===== config.mk =====
export PLATFORM = sky130hd
export DESIGN_NAME = ex_muldiv_iter
export DESIGN_NICKNAME = d
export VERILOG_FILES = /design/src/rtl/ex_muldiv_iter.sv
export SDC_FILE = /design/constraint.sdc
export NUM_CORES = 1
export LEC_CHECK = 0
export CAP_MARGIN = 25
export CORE_AREA = 3 3 160 162
export DETAILED_ROUTE_END_ITERATION = 10
export DIE_AREA = 0 0 163 165
export GPL_TIMING_DRIVEN = 0
export PLACE_DENSITY = 0.88
export SKIP_CTS_REPAIR_TIMING = 1
export SLEW_MARGIN = 20
export SYNTH_ARGS = -nofsm -noshare
export SYNTH_HDL_FRONTEND = slang
export SYNTH_SLANG_ARGS = --single-unit

===== constraint.sdc =====
create_clock -name clk -period 9 [get_ports clk]
set_input_delay 1.8 -clock clk [delete_from_list [all_inputs] [get_ports clk]]
set_output_delay 1.8 -clock clk [all_outputs]
set_load 0.05 [all_outputs]

===== src/rtl/ex_muldiv_iter.sv =====
// Iterative multiply/divide unit for the EX stage.
// Multiply is shift-add (LSB first), divide is restoring (MSB first), one bit
// per cycle. Operands are reduced to magnitudes at launch and the sign is
// re-applied on the final iteration so hi_o/lo_o are already corrected in DONE.
// Optional feature macro: MULDIV_DIVZERO_EN (early divide-by-zero completion).
module ex_muldiv_iter #(
  parameter int WIDTH = 32,
  parameter int CNT_W = 6
) (
  input  logic             clk,
  input  logic             rst,
  input  logic             start_i,
  input  logic [1:0]       op_i,
  input  logic             annul_i,
  input  logic [WIDTH-1:0] opa_i,
  input  logic [WIDTH-1:0] opb_i,
  output logic             stall_o,
  output logic             done_o,
  output logic [WIDTH-1:0] hi_o,
  output logic [WIDTH-1:0] lo_o,
  output logic             whilo_o,
  output logic             divzero_o
);

  typedef enum logic [1:0] {IDLE, CALC, DONE} state_e;

  state_e                 state_q;
  logic [CNT_W-1:0]       cnt_q;
  logic                   isDiv_q;
  logic                   negRes_q;
  logic                   negRem_q;
  logic [WIDTH-1:0]       divisor_q;
  logic [WIDTH-1:0]       accHi_q;
  logic [WIDTH-1:0]       accLo_q;
  logic [WIDTH-1:0]       hi_q;
  logic [WIDTH-1:0]       lo_q;

  logic                   signA_d;
  logic                   signB_d;
  logic [WIDTH-1:0]       absA_d;
  logic [WIDTH-1:0]       absB_d;
  logic [WIDTH:0]         mulSum_d;
  logic [WIDTH:0]         divShift_d;
  logic [WIDTH:0]         divDiff_d;
  logic                   divFits_d;
  logic [WIDTH-1:0]       stepHi_d;
  logic [WIDTH-1:0]       stepLo_d;
  logic [2*WIDTH-1:0]     prodRaw_d;
  logic [2*WIDTH-1:0]     prodFix_d;
  logic [WIDTH-1:0]       quoFix_d;
  logic [WIDTH-1:0]       remFix_d;
  logic [WIDTH-1:0]       resHi_d;
  logic [WIDTH-1:0]       resLo_d;

  // Operand magnitudes and signs; op_i[0]=0 selects the signed variants
  always_comb begin
    signA_d = ~op_i[0] & opa_i[WIDTH-1];
    signB_d = ~op_i[0] & opb_i[WIDTH-1];
    absA_d  = signA_d ? -opa_i : opa_i;
    absB_d  = signB_d ? -opb_i : opb_i;
  end

  // One iteration of the datapath plus the sign-corrected final result
  always_comb begin
    mulSum_d   = {1'b0, accHi_q} + (accLo_q[0] ? {1'b0, divisor_q} : '0);
    divShift_d = {accHi_q, accLo_q[WIDTH-1]};
    divDiff_d  = divShift_d - {1'b0, divisor_q};
    divFits_d  = ~divDiff_d[WIDTH];
    if (isDiv_q) begin
      stepHi_d = divFits_d ? divDiff_d[WIDTH-1:0] : divShift_d[WIDTH-1:0];
      stepLo_d = {accLo_q[WIDTH-2:0], divFits_d};
    end else begin
      stepHi_d = mulSum_d[WIDTH:1];
      stepLo_d = {mulSum_d[0], accLo_q[WIDTH-1:1]};
    end
    prodRaw_d = {stepHi_d, stepLo_d};
    prodFix_d = negRes_q ? -prodRaw_d : prodRaw_d;
    quoFix_d  = negRes_q ? -stepLo_d : stepLo_d;
    remFix_d  = negRem_q ? -stepHi_d : stepHi_d;
    if (isDiv_q) begin
      resHi_d = remFix_d;
      resLo_d = quoFix_d;
    end else begin
      resHi_d = prodFix_d[2*WIDTH-1:WIDTH];
      resLo_d = prodFix_d[WIDTH-1:0];
    end
  end

`ifdef MULDIV_DIVZERO_EN
  logic divzero_q;

  // Sequencer and datapath registers, with early exit on divide by zero
  always_ff @(posedge clk or negedge rst) begin
    if (!rst) begin
      state_q   <= IDLE;
      cnt_q     <= '0;
      isDiv_q   <= 1'b0;
      negRes_q  <= 1'b0;
      negRem_q  <= 1'b0;
      divisor_q <= '0;
      accHi_q   <= '0;
      accLo_q   <= '0;
      hi_q      <= '0;
      lo_q      <= '0;
      divzero_q <= 1'b0;
    end else begin
      case (state_q)
        IDLE: begin
          if (start_i && !annul_i) begin
            isDiv_q   <= op_i[1];
            negRes_q  <= signA_d ^ signB_d;
            negRem_q  <= signA_d;
            divisor_q <= op_i[1] ? absB_d : absA_d;
            accHi_q   <= '0;
            accLo_q   <= op_i[1] ? absA_d : absB_d;
            cnt_q     <= CNT_W'(WIDTH);
            if (op_i[1] && (opb_i == '0)) begin
              state_q   <= DONE;
              hi_q      <= '0;
              lo_q      <= '0;
              divzero_q <= 1'b1;
            end else begin
              state_q   <= CALC;
              divzero_q <= 1'b0;
            end
          end
        end
        CALC: begin
          if (annul_i) begin
            state_q <= IDLE;
          end else begin
            accHi_q <= stepHi_d;
            accLo_q <= stepLo_d;
            cnt_q   <= cnt_q - CNT_W'(1);
            if (cnt_q == CNT_W'(1)) begin
              state_q <= DONE;
              hi_q    <= resHi_d;
              lo_q    <= resLo_d;
            end
          end
        end
        default: state_q <= IDLE;
      endcase
    end
  end

  assign divzero_o = divzero_q;
`else
  // Sequencer and datapath registers; divide by zero runs the full course
  always_ff @(posedge clk or negedge rst) begin
    if (!rst) begin
      state_q   <= IDLE;
      cnt_q     <= '0;
      isDiv_q   <= 1'b0;
      negRes_q  <= 1'b0;
      negRem_q  <= 1'b0;
      divisor_q <= '0;
      accHi_q   <= '0;
      accLo_q   <= '0;
      hi_q      <= '0;
      lo_q      <= '0;
    end else begin
      case (state_q)
        IDLE: begin
          if (start_i && !annul_i) begin
            isDiv_q   <= op_i[1];
            negRes_q  <= signA_d ^ signB_d;
            negRem_q  <= signA_d;
            divisor_q <= op_i[1] ? absB_d : absA_d;
            accHi_q   <= '0;
            accLo_q   <= op_i[1] ? absA_d : absB_d;
            cnt_q     <= CNT_W'(WIDTH);
            state_q   <= CALC;
          end
        end
        CALC: begin
          if (annul_i) begin
            state_q <= IDLE;
          end else begin
            accHi_q <= stepHi_d;
            accLo_q <= stepLo_d;
            cnt_q   <= cnt_q - CNT_W'(1);
            if (cnt_q == CNT_W'(1)) begin
              state_q <= DONE;
              hi_q    <= resHi_d;
              lo_q    <= resLo_d;
            end
          end
        end
        default: state_q <= IDLE;
      endcase
    end
  end

  assign divzero_o = 1'b0;
`endif

  assign stall_o = ((state_q == IDLE) && start_i && !annul_i) || (state_q == CALC);
  assign done_o  = (state_q == DONE) && !annul_i;
  assign whilo_o = done_o;
  assign hi_o    = hi_q;
  assign lo_o    = lo_q;

endmodule


==> reports/qor.tcl <==
set qor(setup_viol) 0
set qor(min-delay-path-class) {reg -> reg}
set qor(route.detailed.vias_per_inst) 6.84
set qor(largest_net_degree_at_the_start_of_global_routing) 100
set qor(fillCellCount) 1873
set qor(tritoncts.num_buffers) 17
set qor(hold_depth) 2
set qor(max_slew_margin_vs_limit_pct) 30.4
set qor(drive_above_1_share_pct) 5.19
set qor(route.final.wire_length_mm) 60.0
set qor(run_status) {finished clean}
set qor(slowest_delay_ps) 680
set qor(hpwlAfterDp_mm) 46.5
set qor(mappedNetlistArea_um2) 15800
set qor(rsz0062_at_grt) {false}
set qor(worstRegToRegCells) 17
set qor(detail_route.first_pass.iterations) 7
set qor(highest_clock_rate_ghz) 0.153
set qor(grt_pass1_vias) 17000
set qor(antenna_found_initial) 2
set qor(gpl.final_weighted_congestion) 1.12
set qor(final_period_minus_worst_setup_slack_ps) 6520
set qor(start_util_pct) 65.1
set qor(dieArea_um2) 26900
set qor(synth_nets) 2230
set qor(power.leakage_nw) 7.51
set qor(clk_pin_slew_ps) 80
set qor(synth-seq-area-share_pct) 27.1
set qor(timing.rr.end) {lo_o[26]}
set qor(synth-async-reset-ratio_pct) 100
set qor(count_of_flip_flops_with_a_built_in_enable_after_synthesis) 0
set qor(most_used_cells_in_the_layout_excluding_fill_and_tap_cells) {sky130_fd_sc_hd__nand2_1 (284), sky130_fd_sc_hd__o21ai_0 (224), sky130_fd_sc_hd__a21oi_1 (196)}
set qor(postRouteAntennaNets) 0
set qor(cts_tree) {done}
set qor(crit_path_end_kind) {flop}
set qor(post-layout-total-power_mw) 7.15
set qor(cells_along_the_critical_path) {buf_2 -> buf_2 -> buf_2 -> buf_1 -> buf_1 -> buf_2 -> buf_2 -> clkbuf_1 -> mux2i_1 -> ha_1 -> nand3_1 -> or3_1 -> nor4_1 -> nand3_1 -> o31ai_1 -> xnor2_1 -> o21ai_0}
set qor(avgSynthCellArea_um2) 7.56
set qor(synth.top_cell.area_share_pct) 27.1
set qor(h-tree-depth) 4
set qor(postSynth.topFlopCell) {sky130_fd_sc_hd__dfrtp_1}
set qor(number_of_register_bits_inferred_by_synthesis) 171
set qor(worst_slew_pin_slew_ps) 1040
set qor(fin_crit_sh_pct) 72.4
set qor(drc) 0
set qor(path_common_cell) {sky130_fd_sc_hd__buf_2}
set qor(place.port_buffers) 135
set qor(num_io_pins) 138
set qor(placementRows) 57
set qor(library_cells_used_by_synthesis) 91
set qor(worstReg2RegStart) {isDiv_q}
set qor(die_w_um) 163
set qor(post_synth_main_area_contributors) {sky130_fd_sc_hd__dfrtp_1 (27%), sky130_fd_sc_hd__o21ai_0 (7.1%), sky130_fd_sc_hd__nand2_1 (6.8%)}
set qor(final_area_um2) 18100
set qor(core_um2) 24200
set qor(numPlacedInstances) 2548
set qor(max-clock-path-buffers) 2
set qor(category_of_the_most_critical_setup_path) {reg -> reg}
set qor(grt_use_total_pct) 44.4
set qor(post_layout_nonfiller_instances) 2581
set qor(detailroute.via_count) 17700
set qor(required_ps) 9320
set qor(hold_path_startpoint) {hi_o[28]}
set qor(path_max_fanout) 10
set qor(cts-root-buf) {sky130_fd_sc_hd__clkbuf_16}
set qor(whs_endpoint) {hi_o[28]}
set qor(clk-insertion-delay-late_ps) 450
set qor(mostFrequentLayoutCell) {sky130_fd_sc_hd__nand2_1}
set qor(ys_warns) 0
set qor(crit_arrival_ps) 6840
set qor(detailed_place.area_um2) 17600
set qor(final_net_count) 2385
set qor(netlist.top_cell.by_area) {sky130_fd_sc_hd__dfrtp_1}
set qor(final_hold_viol_count) 0
set qor(first_iter_violations) 2477
set qor(detail_route.wl_per_cell_um) 23.2
set qor(critical_path.startpoint_type) {flop}
set qor(final_max_slew_viol_count) 0
set qor(number_of_max_cap_violations) 0
set qor(power-per-cell-area_nw_per_um2) 394
set qor(syn-instance-count) 2088
set qor(globalRouteOverflowTotal) 0
set qor(r2r_setup_slack_ps) 2480
set qor(peakVddDrop_v) 0.000276
set qor(grt_pass1_wl_mm) 92.7
set qor(growth_of_design_area_from_synthesis_to_finish_pct) 15.0
set qor(crit_path_top_delay_cell) {sky130_fd_sc_hd__clkbuf_1}
set qor(final.setup_skew_ps) 18.4
set qor(vert_die_dim_um) 165
set qor(cts_sinks) 171
Yosys cell counts (9+ instances only):
| library cell | count |
|---|---|
| sky130_fd_sc_hd__o31ai_1 | 26 |
| sky130_fd_sc_hd__or3_1 | 22 |
| sky130_fd_sc_hd__a21oi_1 | 196 |
| sky130_fd_sc_hd__a31oi_1 | 22 |
| sky130_fd_sc_hd__and3_1 | 15 |
| sky130_fd_sc_hd__o211ai_1 | 20 |
| sky130_fd_sc_hd__o21ai_1 | 12 |
| sky130_fd_sc_hd__nor2_1 | 195 |
| sky130_fd_sc_hd__nand2_1 | 284 |
| sky130_fd_sc_hd__xor2_1 | 58 |
| sky130_fd_sc_hd__nor4_1 | 25 |
| sky130_fd_sc_hd__a21o_1 | 25 |
| sky130_fd_sc_hd__mux2i_1 | 35 |
| sky130_fd_sc_hd__dfrtp_1 | 171 |
| sky130_fd_sc_hd__buf_2 | 12 |
| sky130_fd_sc_hd__nor2b_1 | 18 |
| sky130_fd_sc_hd__nand4_1 | 21 |
| sky130_fd_sc_hd__mux2_2 | 17 |
| sky130_fd_sc_hd__a22o_1 | 12 |
| sky130_fd_sc_hd__nand2b_1 | 17 |
| sky130_fd_sc_hd__nor3b_1 | 9 |
| sky130_fd_sc_hd__o21ai_0 | 224 |
| sky130_fd_sc_hd__nor3_1 | 42 |
| sky130_fd_sc_hd__xnor2_1 | 100 |
| sky130_fd_sc_hd__o21bai_1 | 11 |
| sky130_fd_sc_hd__nand3_1 | 35 |
| sky130_fd_sc_hd__buf_1 | 10 |
| sky130_fd_sc_hd__inv_1 | 67 |
| sky130_fd_sc_hd__a211oi_1 | 33 |
| sky130_fd_sc_hd__clkbuf_1 | 80 |
| sky130_fd_sc_hd__ha_1 | 70 |
| sky130_fd_sc_hd__and2_1 | 42 |
per-stage QoR:
step           setup slack [ps]  setup TNS [ps]  hold WS [ps]  util (%)
6_report                   2480               0           486      74.8
5_1_grt                    2420               0           508      74.8
4_1_cts                    2760               0           491      74.8
3_5_place_dp               2780               0           474      72.4
3_3_place_gp               -657         -109600           463      72.3
2_1_floorplan              3820               0           464         -
power breakdown:
| part | switching, mW | leakage (nW) | internal (mW) |
|---|---|---|---|
| logic | 3.31 | 5.04 | 1.65 |
| registers | 0.369 | 2.20 | 1.06 |
| clock network | 0.382 | 0.272 | 0.371 |
final cells by class:
type / instances / area (um2) / share of cell area, %
Clock inverter: 14 / 144 / 0.793
Inverter: 69 / 259 / 1.43
Timing Repair Buffer: 136 / 1380 / 7.62
Clock buffer: 18 / 429 / 2.36
Sequential cell: 171 / 4280 / 23.6
Multi-Input combinational cell: 1738 / 10800 / 59.4
Tap cell: 324 / 405 / 2.23
Buffer: 110 / 473 / 2.61
Antenna cell: 1 / 2.50 / 0.0138
kinds of logic after synthesis:
kind of cell | Yosys count | share of synthesized area, %
AO/OA/AOI/OAI | 684 | 27.0
adder cells (fa/ha/maj) | 72 | 5.80
multiplexers | 52 | 3.43
AND/OR/NAND/NOR | 771 | 23.2
other | 1 | 0.0238
buffers and inverters | 179 | 4.64
XOR/XNOR | 158 | 8.77
flip-flops | 171 | 27.1
routing by layer:
metal / global-route usage, % / part of all wire [%] / up-vias / wire (um)
met3: 9.86 / 11 / 372 / 6730
met1: 53.0 / 35 / 8116 / 21200
met5: 1.52 / 0.11 / - / 68
li1: - / - / 7841 / -
met4: 34.6 / 9.7 / 4 / 5800
met2: 69.4 / 44 / 1328 / 26200
worst max-delay path: cells and delay by family, from the launching register on:
family / cells / cell delay (ps)
AO/OA/AOI/OAI: 2 / 420
XOR/XNOR: 1 / 160
adder cells (fa/ha/maj): 1 / 280
buffers and inverters: 8 / 3420
flip-flops: 1 / 330
multiplexers: 1 / 460
AND/OR/NAND/NOR: 4 / 1310
state kept, by name (all words and copies together) (netlist names):
register / cells
accHi_q: 32
accLo_q: 32
cnt_q: 6
divisor_q: 32
hi_o: 32
isDiv_q: 1
lo_o: 32
negRem_q: 1
negRes_q: 1
state_q: 2
worst max-delay path by stage:
| stage | startpoint | end | slack [ps] |
|---|---|---|---|
| floorplan | annul_i | whilo_o | 3820 |
| global placement | rst | divisor_q[20] | -660 |
| detailed placement | annul_i | stall_o | 2780 |
| CTS | annul_i | stall_o | 2760 |
| global route | isDiv_q | lo_o[26] | 2420 |
| finish | isDiv_q | lo_o[26] | 2480 |
Note: power is estimated with default switching activity, not from simulation.
